File: src/rtl/mac_pkg.sv
// Shared types and defaults for the MAC accumulator slice.
// No logic; no latency.
// No flow control of its own.
package mac_pkg;

    localparam int ACC_W_DEF = 12;
    localparam int TERMS_DEF = 4;
    localparam int PROD_W    = 8;

    typedef enum logic [1:0] {
        IDLE  = 2'd0,
        ACCUM = 2'd1,
        DONE  = 2'd2
    } state_t;

endpackage

File: src/rtl/sat_add.sv
// Saturating add of an 8-bit product into an ACC_W-bit accumulator.
// Purely combinational, zero latency.
// No flow control; ovf flags that the result was clamped.
module sat_add
    import mac_pkg::*;
#(
    parameter int ACC_W = ACC_W_DEF
) (
    input  logic [ACC_W-1:0]  a,
    input  logic [PROD_W-1:0] b,
    output logic [ACC_W-1:0]  s,
    output logic              ovf
);

    logic [ACC_W:0] wide;

    always_comb begin
        wide = {1'b0, a} + (ACC_W+1)'(b);
        ovf  = wide[ACC_W];
        s    = ovf ? '1 : wide[ACC_W-1:0];
    end

endmodule

File: src/rtl/mac_accumulator.sv
// Accumulates a frame of 8-bit products into a saturating ACC_W-bit sum.
// Latency: sum_valid rises the cycle after the final term is accepted.
// Backpressure: prod_ready drops while a result waits for sum_ready (one bubble per frame).
module mac_accumulator
    import mac_pkg::*;
#(
    parameter  int ACC_W = ACC_W_DEF,
    parameter  int TERMS = TERMS_DEF,
    localparam int CNT_W = $clog2(TERMS + 1)
) (
    input  logic               clk,
    input  logic               rst,
    input  logic [PROD_W-1:0]  prod,
    input  logic               prod_valid,
    input  logic               prod_last,
    output logic               prod_ready,
    output logic [ACC_W-1:0]   sum,
    output logic               sum_ovf,
    output logic [CNT_W-1:0]   term_cnt,
    output logic               sum_valid,
    input  logic               sum_ready
);

    localparam logic [CNT_W-1:0] TERMS_C = CNT_W'(TERMS);

    state_t           state;
    logic [ACC_W-1:0] acc;
    logic [CNT_W-1:0] cnt;
    logic             ovf;
    logic             rdy_q;
    logic             sv_q;

    logic [ACC_W-1:0] add_s;
    logic             add_ovf;
    logic [CNT_W-1:0] cnt_nxt;
    logic             xfer;

    sat_add #(.ACC_W(ACC_W)) u_sat_add (
        .a   (acc),
        .b   (prod),
        .s   (add_s),
        .ovf (add_ovf)
    );

    assign xfer    = prod_valid & rdy_q;
    assign cnt_nxt = cnt + CNT_W'(1);

    // Handshake outputs are registered copies of "next state is / is not DONE".
    always_ff @(posedge clk or posedge rst) begin
        if (rst) begin
            state <= IDLE;
            acc   <= '0;
            cnt   <= '0;
            ovf   <= 1'b0;
            rdy_q <= 1'b0;
            sv_q  <= 1'b0;
        end else begin
            case (state)
                IDLE: begin
                    rdy_q <= 1'b1;
                    sv_q  <= 1'b0;
                    if (xfer) begin
                        acc <= ACC_W'(prod);
                        cnt <= CNT_W'(1);
                        ovf <= 1'b0;
                        if (prod_last || TERMS == 1) begin
                            state <= DONE;
                            rdy_q <= 1'b0;
                            sv_q  <= 1'b1;
                        end else begin
                            state <= ACCUM;
                        end
                    end
                end
                ACCUM: begin
                    if (xfer) begin
                        acc <= add_s;
                        cnt <= cnt_nxt;
                        ovf <= ovf | add_ovf;
                        if (prod_last || cnt_nxt == TERMS_C) begin
                            state <= DONE;
                            rdy_q <= 1'b0;
                            sv_q  <= 1'b1;
                        end
                    end
                end
                DONE: begin
                    if (sum_ready) begin
                        state <= IDLE;
                        rdy_q <= 1'b1;
                        sv_q  <= 1'b0;
                    end
                end
                default: begin
                    state <= IDLE;
                    rdy_q <= 1'b0;
                    sv_q  <= 1'b0;
                end
            endcase
        end
    end

    // Result fields come straight from the accumulator flops; they only move on a transfer.
    assign prod_ready = rdy_q;
    assign sum_valid  = sv_q;
    assign sum        = acc;
    assign sum_ovf    = ovf;
    assign term_cnt   = cnt;

endmodule

File: config.mk
export PLATFORM = sky130hd
export DESIGN_NAME = mac_accumulator
export DESIGN_NICKNAME = d
export VERILOG_FILES = /design/src/rtl/mac_pkg.sv /design/src/rtl/sat_add.sv /design/src/rtl/mac_accumulator.sv
export SDC_FILE = /design/constraint.sdc
export NUM_CORES = 1
export LEC_CHECK = 0
export ABC_AREA = 1
export BUFFER_PORTS_ARGS = -buffer_cell sky130_fd_sc_hd__buf_2
export CAP_MARGIN = 15
export CORE_ASPECT_RATIO = 1.5
export CORE_MARGIN = 10
export CORE_UTILIZATION = 50
export CTS_CLUSTER_DIAMETER = 50
export CTS_CLUSTER_SIZE = 8
export DETAILED_ROUTE_END_ITERATION = 16
export PLACE_DENSITY_LB_ADDON = 0.1
export SYNTH_ARGS = -nofsm -noshare
export SYNTH_HDL_FRONTEND = slang
export SYNTH_SLANG_ARGS = --single-unit
File: constraint.sdc
create_clock -name clk -period 1.56 [get_ports clk]
set_input_delay 0.078 -clock clk [delete_from_list [all_inputs] [get_ports clk]]
set_output_delay 0.078 -clock clk [all_outputs]
set_load 0.005 [all_outputs]
==> results of run 1 <==
placed cells by master, fill, tap and decap left out, types with 2 or more instances in the layout:
cell type	count
sky130_fd_sc_hd__nand2_1	73
sky130_fd_sc_hd__buf_2	30
sky130_fd_sc_hd__inv_1	28
sky130_fd_sc_hd__buf_4	23
sky130_fd_sc_hd__dfrtp_1	20
sky130_fd_sc_hd__nor2_1	18
sky130_fd_sc_hd__nand3_1	11
sky130_fd_sc_hd__ha_1	9
sky130_fd_sc_hd__o21ai_0	7
sky130_fd_sc_hd__nand2_2	6
sky130_fd_sc_hd__inv_2	6
sky130_fd_sc_hd__o21ai_2	5
sky130_fd_sc_hd__o21ai_1	5
sky130_fd_sc_hd__xnor2_1	4
sky130_fd_sc_hd__nand2_4	4
sky130_fd_sc_hd__nor2_2	4
sky130_fd_sc_hd__clkbuf_8	4
sky130_fd_sc_hd__nor2_4	3
sky130_fd_sc_hd__nand3_2	3
sky130_fd_sc_hd__nand4_1	3
sky130_fd_sc_hd__o211ai_1	2
sky130_fd_sc_hd__a22o_1	2
sky130_fd_sc_hd__a21oi_1	2
per-stage QoR:
step / total power [W] / setup TNS, ps / util, % / area (um^2)
finish: 0.003596 / -1483 / 70.33 / 2091
detailed placement: 0.003034 / -1808 / 65.45 / 1946
global route: 0.003928 / -2960 / 70.33 / 2091
CTS: 0.003503 / -1590 / 68.64 / 2041
floorplan: 0.002182 / -658.9 / - / 1592
global placement: 0.003008 / -945.1 / 65.45 / 1946
sequential cells by signal, indices dropped and copies added (netlist names):
signal	count
prod_ready	1
state	2
sum_valid	1
sum_ovf	1
term_cnt	3
sum	12
cell usage after synthesis, types with 3 or more instances:
master	n	area [um^2]
sky130_fd_sc_hd__o21ai_2	3	26.28
sky130_fd_sc_hd__o21ai_1	5	25.02
sky130_fd_sc_hd__nand2_2	6	37.54
sky130_fd_sc_hd__xnor2_1	5	43.79
sky130_fd_sc_hd__nor2_1	21	78.83
sky130_fd_sc_hd__o21ai_0	9	45.04
sky130_fd_sc_hd__nor2_4	3	33.78
sky130_fd_sc_hd__nand3_1	15	75.07
sky130_fd_sc_hd__inv_2	3	11.26
sky130_fd_sc_hd__inv_1	31	116.4
sky130_fd_sc_hd__nand4_1	3	18.77
sky130_fd_sc_hd__nand2_1	77	289.0
sky130_fd_sc_hd__dfrtp_1	20	500.5
sky130_fd_sc_hd__ha_1	10	125.1
final cells by class:
class / count / share of cell area [%]
clock buffers: 4 / 2.633
inverters: 34 / 6.104
multi-input cells: 173 / 49.07
flip-flops and latches: 20 / 23.94
well taps: 39 / 2.334
repair buffers: 54 / 15.92
critical path: cells and delay by family (launching register included):
family | cells | cell delay [ps]
adder cells (fa/ha/maj) | 2 | 530
AND/OR/NAND/NOR | 7 | 490
XOR/XNOR | 1 | 100
buffers and inverters | 2 | 110
flip-flops | 1 | 360
metal layers:
metal / track usage [%] / vias to the layer above / share of wire, %
li1: - / 838 / -
met1: 15.91 / 745 / 40
met2: 28.48 / 25 / 55
met3: 2.532 / 7 / 2.9
met4: 6.055 / 0 / 1.7
met5: 0 / - / 0
worst paths after layout:
check / end / slack [ps]
setup / recovery: sum[6] / -140
max in group asynchronous: sum[0] / 970
min in group asynchronous: sum[8] / 370
setup reg to reg: sum[6] / -140
hold / removal: state[0] / 20
hold reg to reg: sum_valid / 470
what timing repair did:
action	in CTS	in global routing
buffers inserted	1	0
pin swaps	2	5
setup endpoints to repair	13	13
resized for setup	6	14
hold endpoints to repair	20	0
hold buffers	1	0
power by group:
group	leakage (nW)	switching, W	internal (W)
clock	0.0288	0.000181	0.000225
combinational	0.893	0.00128	0.00104
sequential	0.256	0.000161	0.000705
logic make-up (layout without fill, tap and decap cells):
kind of cell	after synthesis	count (layout)	synth area share, %
fa+ha+maj	11	11	9.192
simple gates	129	129	36.29
compound gates	27	27	10.78
flops	20	20	31.70
buf+inv	36	92	8.716
xor+xnor	6	6	3.328
==> out/results.md, run 1 <==
| Metric | This run | Unit |
|:---|:---|:---|
| Global-route congestion overflow total | 0 | - |
| Ordered cell list for the critical path | ha_2, inv_2, fa_2, inv_2, nand3_2, nand2_4, nand2_2, nand2_2, xnor2_2, nand2_1, nand2_1, nand2_1 | - |
| Area delta synth->final | 32.41 | % |
| Worst Path Class, Setup | reg2reg | - |
| Number of enable-type register cells in the synthesized netlist | 0 | - |
| Area used by multi-input combinational logic | 0.001026 | mm^2 |
| Fraction of synthesis flops using an asynchronous set or reset pin | 100.0 | % |
| Max VDD drop | 1280 | uV |
| Netlist cell types | 28 | - |
| First-pass GRT wire length | 6982 | um |
| Worst-path cell with the longest stage delay | sky130_fd_sc_hd__dfrtp_1 | - |
| Number of cells in the finished layout apart from fillers | 324 | - |
| Critical path startpoint category | flop | - |
| Worst r2r src | sum[0] | - |
| Class of the most critical hold timing path | in2reg | - |
| Number of cells on the worst reg-to-reg path | 12 | - |
| Post-Route Skew | 6.934 | ps |
| Max Fanout on Critical Path | 4 | - |
| Maximum level of the CTS H-tree | 1 | - |
| Initial core utilization | 53.11 | % |
| Antenna violations before repair | 0 | - |
| Largest net degree at the start of global routing | 21 | - |
| HPWL after detailed placement | 3458 | um |
| Gate count after technology mapping | 229 | - |
| Number of top-level design ports | 31 | - |
| Via density per instance | 4.985 | - |
| Max_slew headroom | 78.44 | % |
| Post-layout nets | 310 | - |
| Final hold violation count | 0 | - |
| PwrDens | 1720 | mW/mm^2 |
| Register bit count reported by yosys | 20 | - |
| Time the final worst path needs with I/O delays and setup | 1699 | ps |
| Final setup violation count | 13 | - |
| Register area | 500.5 | um^2 |
| Vias after detailed routing | 1615 | - |
| Most numerous cell on the critical path | sky130_fd_sc_hd__nand2_1 | - |
| Inserted Clock Buffers | 3 | - |
| WHS Path Cells | 2 | - |
| Status | finished with violations | - |
| Clk slew on worst S/H paths | 80 | ps |
| LEAKAGE | 1.178 | nW |
| Routed wire length | 4278 | um |
| Filler Cell Count | 271 | - |
| Net Count, Synth | 253 | - |
| Die span in y | 88.83 | um |
| Critical path startpoint | sum[0] | - |
| Worst Path Arrival | 1860 | ps |
| Bufs on Longest Clock Path | 2 | - |
| DIE AREA | 0.005852 | mm^2 |
| Horiz. Die Dim | 65.89 | um |
| Number of buffers inserted by port buffering | 30 | - |
| DRC violation total after the first TritonRoute iteration | 51 | - |
| Stage delay of the slowest cell on the critical path | 360 | ps |
| Setup repair after global routing missed its margin | yes | - |
| Hold_ws | 20.17 | ps |
| Fraction of final layout cells with drive strength greater than 1 | 33.33 | % |
| Clock Latency Late Sink | 260 | ps |
| Sink Count | 20 | - |
| Final worst-path cycle share | 108.9 | % |
| Endpoint required time on the critical path | 1720 | ps |
| Final antenna diode count | 0 | - |
| Total global-route track usage | 15.11 | % |
| Violations in the final reports | setup timing | - |
| Synthesis Warnings | 0 | - |
| Most instantiated flip-flop cell in the synthesis netlist | sky130_fd_sc_hd__dfrtp_1 | - |
| Floorplan row count | 24 | - |
| Syn_area_per_cell | 6.895 | um^2 |
| Worst-Margin Slew | 322.7 | ps |
| Final GP Congestion | 0.8819 | - |
| F_max | 0.5885 | GHz |
| Routed len/inst | 13.20 | um |
| Number of pins exceeding their max-slew limit in the final report | 0 | - |
| Root Buffer Master | sky130_fd_sc_hd__clkbuf_8 | - |
| Post-synthesis sequential area ratio | 31.70 | % |
| Setup slack at placement | -178.4 | ps |
| Kind of end point of the critical path | flop | - |
| Synthesized area | 0.001579 | mm^2 |
| CTS tree | yes | - |
| Number of routed nets with antenna violations | 0 | - |
| Area of the placeable core | 0.002973 | mm^2 |
| Startpoint of the worst hold path | prod_last | - |
| Minimum setup slack in the final design | -139.1 | ps |
| Number of global-route vias before repair | 1650 | - |
| Number of remaining DRC errors | 0 | - |
| Max capacitance violation total | 0 | - |
| Placed Cells incl. Taps | 318 | - |
| Detailed Routing Iterations Pass 1 | 4 | - |
No activity file was read; power rests on OpenSTA's default activity.
==> run 2: changes to the inputs <==
--- a/config.mk
+++ b/config.mk
@@ -17,4 +17,5 @@
 export PLACE_DENSITY_LB_ADDON = 0.1
 export SYNTH_ARGS = -nofsm -noshare
 export SYNTH_HDL_FRONTEND = slang
+export SYNTH_HIERARCHICAL = 1
 export SYNTH_SLANG_ARGS = --single-unit
==> run 2 against run 1 <==
  * The flow still finishes with violations (setup timing)
  * Clock skew fell by 4.4 ps
  * Critical path type unchanged
  * Clock power fell by 15%
  * Area after synthesis rose by 0.63%
  * Design area rose by 2.0%
  * Die area rose by 0.47%
  * Highest routed layer unchanged
  * Register-to-register slack got worse by 260 ps
  * Critical endpoint is now sum[8]
  * Non-clock buffer count rose by 12
  * Core utilization fell by 1.4 points
==> out/results.md, run 2 <==
| Metric | This run | Unit | Delta |
|:---|:---|:---|:---|
| Synthesis Warnings | 6 | - | +6 |
| Critical path startpoint category | flop | - |  |
| Time the final worst path needs with I/O delays and setup | 1956 | ps | +257.0 ps |
| Routed wire length | 4275 | um | about the same |
| Most used cells in the layout excluding fill and tap cells | sky130_fd_sc_hd__nand2_1, sky130_fd_sc_hd__inv_1, sky130_fd_sc_hd__buf_4 | - |  |
| Number of global-route vias before repair | 1668 | - | +1.1% |
| Fraction of final layout cells with drive strength greater than 1 | 32.66 | % | -0.67 points |
| Critical path startpoint | sum[0] | - |  |
| HPWL after detailed placement | 3331 | um | -3.7% |
| Setup slack at placement | -407.7 | ps | -229.3 ps |
| Cell Int Power | 0.002004 | W | +1.6% |
| Ordered cell list for the critical path | ha_4, fa_2, nand2_2, inv_2, nand2_2, nand3_2, nand2_2, nand2_4, buf_6, nand2_2, nand3_2, a22o_1 | - |  |
| Root Buffer Master | sky130_fd_sc_hd__clkbuf_8 | - |  |
| Register bit count reported by yosys | 20 | - | unchanged |
| Most common library cell in the layout ignoring fill and taps | sky130_fd_sc_hd__nand2_1 | - |  |
| Startpoint of the worst hold path | prod[2] | - |  |
| Most instantiated flip-flop cell in the synthesis netlist | sky130_fd_sc_hd__dfrtp_1 | - |  |
| CTS tree | yes | - |  |
| Cell family contributing the most delay on the critical path | adder cells | - |  |
| Area of all placed cells without fillers | 0.002133 | mm^2 | +2.0% |
| Final GP Congestion | 0.9658 | - | +9.5% |
| Combinational fraction of design power | 64.8 | % | +0.2 points |
| DRC violation total after the first TritonRoute iteration | 54 | - | +5.9% |
| Status | finished with violations | - |  |
| Worst Path Class, Setup | reg2reg | - |  |
| Initial core utilization | 51.31 | % | -1.8 points |
| Minimum setup slack in the final design | -396.1 | ps | -257.0 ps |
| Sequential power share | 25.6 | % | +1.5 points |
| Area of the placeable core | 0.003097 | mm^2 | +4.2% |
| Horiz. Die Dim | 66.03 | um | +0.22% |
| Final hold violation count | 0 | - | unchanged |
| Post-synthesis sequential area ratio | 31.50 | % | -0.20 points |
| Filler Cell Count | 272 | - | +0.37% |
| Detailed Routing Iterations Pass 1 | 4 | - | unchanged |
| Number of routed nets with antenna violations | 0 | - | unchanged |
| Portion of synthesized cell area occupied by the leading cell type | 31.50 | % | -0.20 points |
| Area delta synth->final | 34.25 | % |  |
| Worst hold endpoint | sum[2] | - |  |
| Stage delay of the slowest cell on the critical path | 410 | ps | +50 ps |
| Worst-path cell with the longest stage delay | sky130_fd_sc_hd__dfrtp_1 | - |  |
| Netlist cell types | 26 | - | -7.1% |
| Worst-Margin Slew | 334.9 | ps | +12.23 ps |
| Flip-flop count of the largest register, all copies and words added | 12 | - | unchanged |
| Switching Share | 44.41 | % | -0.75 points |
| Overall power consumption | 0.003605 | W | +0.25% |
| Part of the total power dissipated in the clock network | 9.6 | % | -1.7 points |
| Fraction of synthesis flops using an asynchronous set or reset pin | 100.0 | % | unchanged |
| Routed len/inst | 12.69 | um | -3.9% |
| Total global-route track usage | 15.48 | % | +0.37 points |
| Synthesized area | 0.001589 | mm^2 | +0.63% |
| Max VDD drop | 1146 | uV | -10% |
| CP Buf/Inv Count | 2 | - | unchanged |
| Worst Path Arrival | 2110 | ps | +250 ps |
| Antenna violations before repair | 0 | - | unchanged |
| Bufs on Longest Clock Path | 2 | - | unchanged |
| Number of enable-type register cells in the synthesized netlist | 0 | - | unchanged |
| Count leader, synth | sky130_fd_sc_hd__nand2_1 | - |  |
| Max Fanout on Critical Path | 2 | - | -2 |
| DIE AREA | 0.005880 | mm^2 | +0.47% |
| Max capacitance violation total | 0 | - | unchanged |
| Setup repair after global routing missed its margin | yes | - |  |
| Number of buffers inserted by port buffering | 30 | - | unchanged |
| Post-Route Skew | 2.568 | ps | -4.367 ps |
| Post-layout nets | 323 | - | +4.2% |
| Maximum level of the CTS H-tree | 1 | - | unchanged |
| Violations in the final reports | setup timing | - |  |
| Number of pins exceeding their max-slew limit in the final report | 0 | - | unchanged |
| Global-route congestion overflow total | 0 | - | unchanged |
| Die span in y | 89.05 | um | +0.25% |
| First-pass GRT wire length | 7127 | um | +2.1% |
| Area used by multi-input combinational logic | 975.9 | um^2 | -4.9% |
| Number of cells on the worst reg-to-reg path | 12 | - | unchanged |
| Register area | 500.5 | um^2 | unchanged |
| Kind of end point of the critical path | flop | - |  |
| Clk slew on worst S/H paths | 70 | ps | about the same |
| Largest net degree at the start of global routing | 21 | - | unchanged |
| Flop2flop setup slack | -400 | ps | -260 ps |
| Sink Count | 20 | - | unchanged |
| PwrDens | 1690 | mW/mm^2 | -1.7% |
| Power dissipated by switching net loads | 0.001601 | W | -1.4% |
| Vias after detailed routing | 1687 | - | +4.5% |
| Max_slew headroom | 77.67 | % | -0.77 points |
| Most numerous cell on the critical path | sky130_fd_sc_hd__nand2_2 | - |  |
| Number of top-level design ports | 31 | - | unchanged |
| F_max | 0.5112 | GHz | -13% |
| Clock Latency Late Sink | 260 | ps | about the same |
| WHS Path Cells | 3 | - | +1 |
| Leading cell types by count after synthesis | sky130_fd_sc_hd__nand2_1, sky130_fd_sc_hd__inv_1, sky130_fd_sc_hd__dfrtp_1 | - |  |
| Floorplan row count | 25 | - | +4.2% |
| Worst r2r src | sum[0] | - |  |
| Final antenna diode count | 0 | - | unchanged |
| Inserted Clock Buffers | 3 | - | unchanged |
| Reg2Reg Capture Point | sum[8] | - |  |
| Endpoint required time on the critical path | 1720 | ps | about the same |
| Via density per instance | 5.006 | - | +0.43% |
| Final worst-path cycle share | 125.4 | % | +16 points |
| Net Count, Synth | 255 | - | +0.79% |
| Dominant cell type by area after synthesis | sky130_fd_sc_hd__dfrtp_1 | - |  |
| Placed cell areas | 0.001989 | mm^2 | +2.3% |
| Final setup violation count | 13 | - | unchanged |
| LEAKAGE | 1.261 | nW | +7.1% |
| Leading post-synthesis cells by cell area | sky130_fd_sc_hd__dfrtp_1, sky130_fd_sc_hd__nand2_1, sky130_fd_sc_hd__ha_1 | - |  |
| Class of the most critical hold timing path | in2reg | - |  |
| Number of remaining DRC errors | 0 | - | unchanged |
| Syn_area_per_cell | 6.879 | um^2 | -0.24% |
| Gate count after technology mapping | 231 | - | +0.87% |
## run 2: kinds of logic (layout without fill, tap and decap cells)
family          count (synthesis)  in the layout  share of synthesized area, %
compound gates                 20             20                         7.874
xor+xnor                        4              4                         2.204
fa+ha+maj                      11             11                         9.134
buf+inv                        38            104                         10.16
flops                          20             20                         31.50
simple gates                  138            138                         39.13
## run 2: power by group through the flow
stage | sequential, W | combinational (W) | clock [W]
2_1_floorplan | 0.000938 | 0.00126 | 0
3_3_place_gp | 0.000920 | 0.00213 | 0
3_5_place_dp | 0.000928 | 0.00217 | 0
4_1_cts | 0.000918 | 0.00221 | 0.000355
5_1_grt | 0.000952 | 0.00266 | 0.000368
6_report | 0.000923 | 0.00234 | 0.000347
## run 2: through the flow
stage               std cells  TNS, ps  hold slack [ps]  utilization, %
floorplan                 231    -2634            41.83               -
global placement          328    -3765            122.8           64.24
CTS                       334    -3965            37.34           66.67
finish                    337    -4685            42.97           68.89
global route              337    -5998            48.24           68.89
detailed placement        328    -4653            131.5           64.24
## run 2: how the worst max path moves through the flow
stage | cells past startpoint | slack (ps) | to
6_report | 12 | -400 | sum[8]
5_1_grt | 12 | -490 | sum[8]
4_1_cts | 12 | -360 | sum[8]
3_5_place_dp | 11 | -410 | sum[11]
3_3_place_gp | 11 | -330 | sum[11]
2_1_floorplan | 12 | -340 | sum[11]
## run 2: repair_timing
action / CTS / global route
gates resized for setup: 3 / 11
hold buffers: 1 / 0
cloned: 0 / 0
endpoints found under the hold margin: 20 / 0
setup endpoints to repair: 13 / 13
setup buffers: 2 / 3
pin swaps: 6 / 11
## run 2: layout make-up
type | instances | share of cell area (%)
repair buffers | 66 | 20.35
flip-flops and latches | 20 | 23.46
inverters | 35 | 6.158
clock buffers | 3 | 1.935
multi-input cells | 173 | 45.75
well taps | 40 | 2.346
## run 2: worst min-delay path, delay by kind of cell
family | cells | cell delay [ps]
buffers and inverters | 1 | 90
AND/OR/NAND/NOR | 2 | 110
## run 2: metal layers
layer | global-route usage [%] | vias up | part of all wire (%)
li1 | - | 863 | -
met1 | 15.27 | 793 | 39
met2 | 30.16 | 24 | 56
met3 | 2.760 | 7 | 2.4
met4 | 6.692 | 0 | 2.5
met5 | 0 | - | 0
==> run 3: changes to the inputs <==
--- a/config.mk
+++ b/config.mk
@@ -19,3 +19,4 @@
 export SYNTH_HDL_FRONTEND = slang
 export SYNTH_HIERARCHICAL = 1
 export SYNTH_SLANG_ARGS = --single-unit
+export TNS_END_PERCENT = 30
==> run 3 against run 2 <==
  * The run still ends with setup timing left
  * Worst setup slack gained 32 ps
  * Clock-buffer cell count is the same
  * Worst hold slack lost 4.6 ps
  * Clock power shrank 3%
  * Combinational power is essentially flat
  * Clock skew shrank 1.1 ps
  * Highest routed layer unchanged
==> out/results.md, run 3 (synthesized netlist as in run 2, its figures left out) <==
| Metric | This run | Unit | Delta |
|:---|:---|:---|:---|
| Max VDD drop | 1015 | uV | -11% |
| Reg2Reg Capture Point | sum[8] | - |  |
| Most numerous cell on the critical path | sky130_fd_sc_hd__nand2_2 | - |  |
| Maximum level of the CTS H-tree | 1 | - | unchanged |
| HPWL after detailed placement | 3415 | um | +2.5% |
| End point of the critical path | sum[8] | - |  |
| CP Buf/Inv Count | 2 | - | unchanged |
| Placed cell areas | 0.001994 | mm^2 | +0.25% |
| Via density per instance | 4.952 | - | -1.1% |
| Critical path startpoint | sum[0] | - |  |
| Max_slew headroom | 78.42 | % | +0.75 points |
| Final antenna diode count | 0 | - | unchanged |
| Post-layout nets | 320 | - | -0.93% |
| Vias after detailed routing | 1654 | - | -2.0% |
| Number of remaining DRC errors | 0 | - | unchanged |
| Kind of end point of the critical path | flop | - |  |
| Number of global-route vias before repair | 1748 | - | +4.8% |
| Most common library cell in the layout ignoring fill and taps | sky130_fd_sc_hd__nand2_1 | - |  |
| Initial core utilization | 51.31 | % | unchanged |
| Global-route congestion overflow total | 0 | - | unchanged |
| Bufs on Longest Clock Path | 2 | - | unchanged |
| Stage delay of the slowest cell on the critical path | 420 | ps | about the same |
| Class of the most critical hold timing path | in2reg | - |  |
| Sink Count | 20 | - | unchanged |
| Number of buffers inserted by port buffering | 30 | - | unchanged |
| Area of all placed cells without fillers | 0.002140 | mm^2 | +0.29% |
| LEAKAGE | 1.261 | nW | about the same |
| Max Fanout on Critical Path | 3 | - | +1 |
| Ordered cell list for the critical path | ha_4, fa_2, nand2_2, inv_2, nand2_2, nand3_2, nand2_2, nand2_4, buf_6, nand2_2, nand3_2, a22o_1 | - |  |
| Number of pins exceeding their max-slew limit in the final report | 0 | - | unchanged |
| First-pass GRT wire length | 7424 | um | +4.2% |
| Worst Path Class, Setup | reg2reg | - |  |
| Endpoint required time on the critical path | 1710 | ps | about the same |
| Startpoint of the worst hold path | prod[2] | - |  |
| Final setup violation count | 13 | - | unchanged |
| Worst-path cell with the longest stage delay | sky130_fd_sc_hd__dfrtp_1 | - |  |
| Floorplan row count | 25 | - | unchanged |
| Setup repair after global routing missed its margin | yes | - |  |
| Routed len/inst | 12.82 | um | +1.1% |
| Violations in the final reports | setup timing | - |  |
| Most used cells in the layout excluding fill and tap cells | sky130_fd_sc_hd__nand2_1, sky130_fd_sc_hd__inv_1, sky130_fd_sc_hd__buf_2 | - |  |
| Die span in y | 89.05 | um | unchanged |
| Flop2flop setup slack | -360 | ps | +30 ps |
| DIE AREA | 0.005880 | mm^2 | unchanged |
| Minimum setup slack in the final design | -363.8 | ps | +32.33 ps |
| Final GP Congestion | 0.9442 | - | -2.2% |
| Antenna violations before repair | 0 | - | unchanged |
| Critical path startpoint category | flop | - |  |
| Fraction of final layout cells with drive strength greater than 1 | 33.33 | % | +0.67 points |
| Area delta synth->final | 34.65 | % |  |
| Time the final worst path needs with I/O delays and setup | 1924 | ps | -32.33 ps |
| Post-Route Skew | 1.436 | ps | -1.132 ps |
| Final worst-path cycle share | 123.3 | % | -2.1 points |
| Cell family contributing the most delay on the critical path | adder cells | - |  |
| PwrDens | 1673 | mW/mm^2 | -0.99% |
| Clock Latency Late Sink | 250 | ps | about the same |
| Number of routed nets with antenna violations | 0 | - | unchanged |
| Largest net degree at the start of global routing | 21 | - | unchanged |
| Worst r2r src | sum[0] | - |  |
| Detailed Routing Iterations Pass 1 | 4 | - | unchanged |
| Routed wire length | 4282 | um | +0.16% |
| Inserted Clock Buffers | 3 | - | unchanged |
| Max capacitance violation total | 0 | - | unchanged |
| Horiz. Die Dim | 66.03 | um | unchanged |
| Total global-route track usage | 15.77 | % | +0.29 points |
| Number of cells on the worst reg-to-reg path | 12 | - | unchanged |
| Worst-Margin Slew | 323.7 | ps | -11.20 ps |
| Area of the placeable core | 0.003097 | mm^2 | unchanged |
| DRC violation total after the first TritonRoute iteration | 58 | - | +7.4% |
| Final hold violation count | 0 | - | unchanged |
| Clk slew on worst S/H paths | 70 | ps | about the same |
| Cell count along the critical path | 12 | - | unchanged |
| F_max | 0.5198 | GHz | +1.7% |
| Worst Path Arrival | 2070 | ps | -40 ps |
| Root Buffer Master | sky130_fd_sc_hd__clkbuf_8 | - |  |
| Flip-flop count of the largest register, all copies and words added | 12 | - | unchanged |
| Final total negative setup slack | -3834 | ps | +850.9 ps |
| Number of top-level design ports | 31 | - | unchanged |
| Status | finished with violations | - |  |
| CTS tree | yes | - |  |
-- run 3: cell count changes in the layout (fill, tap and decap cells not counted), sizes merged --
cell	change
buf	-4
nand2	+1
-- run 3: area by class of cell --
type | instances | area [um^2]
multi-input cells | 174 | 996.0
inverters | 35 | 131.4
flip-flops and latches | 20 | 500.5
clock buffers | 3 | 41.29
repair buffers | 62 | 420.4
well taps | 40 | 50.05
fillers | 291 | 957.2
-- run 3: what timing repair did --
action / in CTS / in global routing
gates cloned: 1 / 0
gates resized for setup: 9 / 12
setup buffers: 2 / 0
setup endpoints to repair: 13 / 13
pin swaps: 13 / 14
hold endpoints to repair: 20 / 0
hold buffers: 1 / 0
-- run 3: worst min-delay path, stage by stage --
cell and delay, ps:
sky130_fd_sc_hd__buf_2 90, sky130_fd_sc_hd__nand2_1 50, sky130_fd_sc_hd__nand3_1 50
-- run 3: worst min path at each step --
stage / endpoint / slack (ps) / cells past startpoint
floorplan: prod_ready / 40 / 1
global placement: sum_ovf / 120 / 3
detailed placement: sum_ovf / 120 / 3
CTS: sum[2] / 40 / 3
global route: sum[2] / 60 / 3
finish: sum[2] / 40 / 3
-- run 3: stage by stage --
stage                     power [W]  hold WS, ps  std cells  util (%)  setup slack [ps]
after floorplan            0.002190        41.83        231         -            -343.4
after global placement     0.003044        121.9        327     64.40            -351.3
after detailed placement   0.003093        119.8        327     64.40            -419.0
after CTS                  0.003532        36.77        334     67.76            -376.6
after global routing       0.003934        59.45        334     69.09            -465.4
final                      0.003580        38.33        334     69.09            -363.8
-- run 3: per-layer routing --
layer	track usage, %	wire length [um]	part of all wire (%)	vias up
met4	5.163	51	1.2	0
met2	31.83	2404	56	24
met1	15.21	1673	39	772
met3	2.886	152	3.5	4
met5	0	0	0	-
li1	-	-	-	854
-- run 3: power by group --
group / switching [W] / internal, W
sequential: 0.000195 / 0.000716
combinational: 0.00124 / 0.00109
clock: 0.000166 / 0.000172
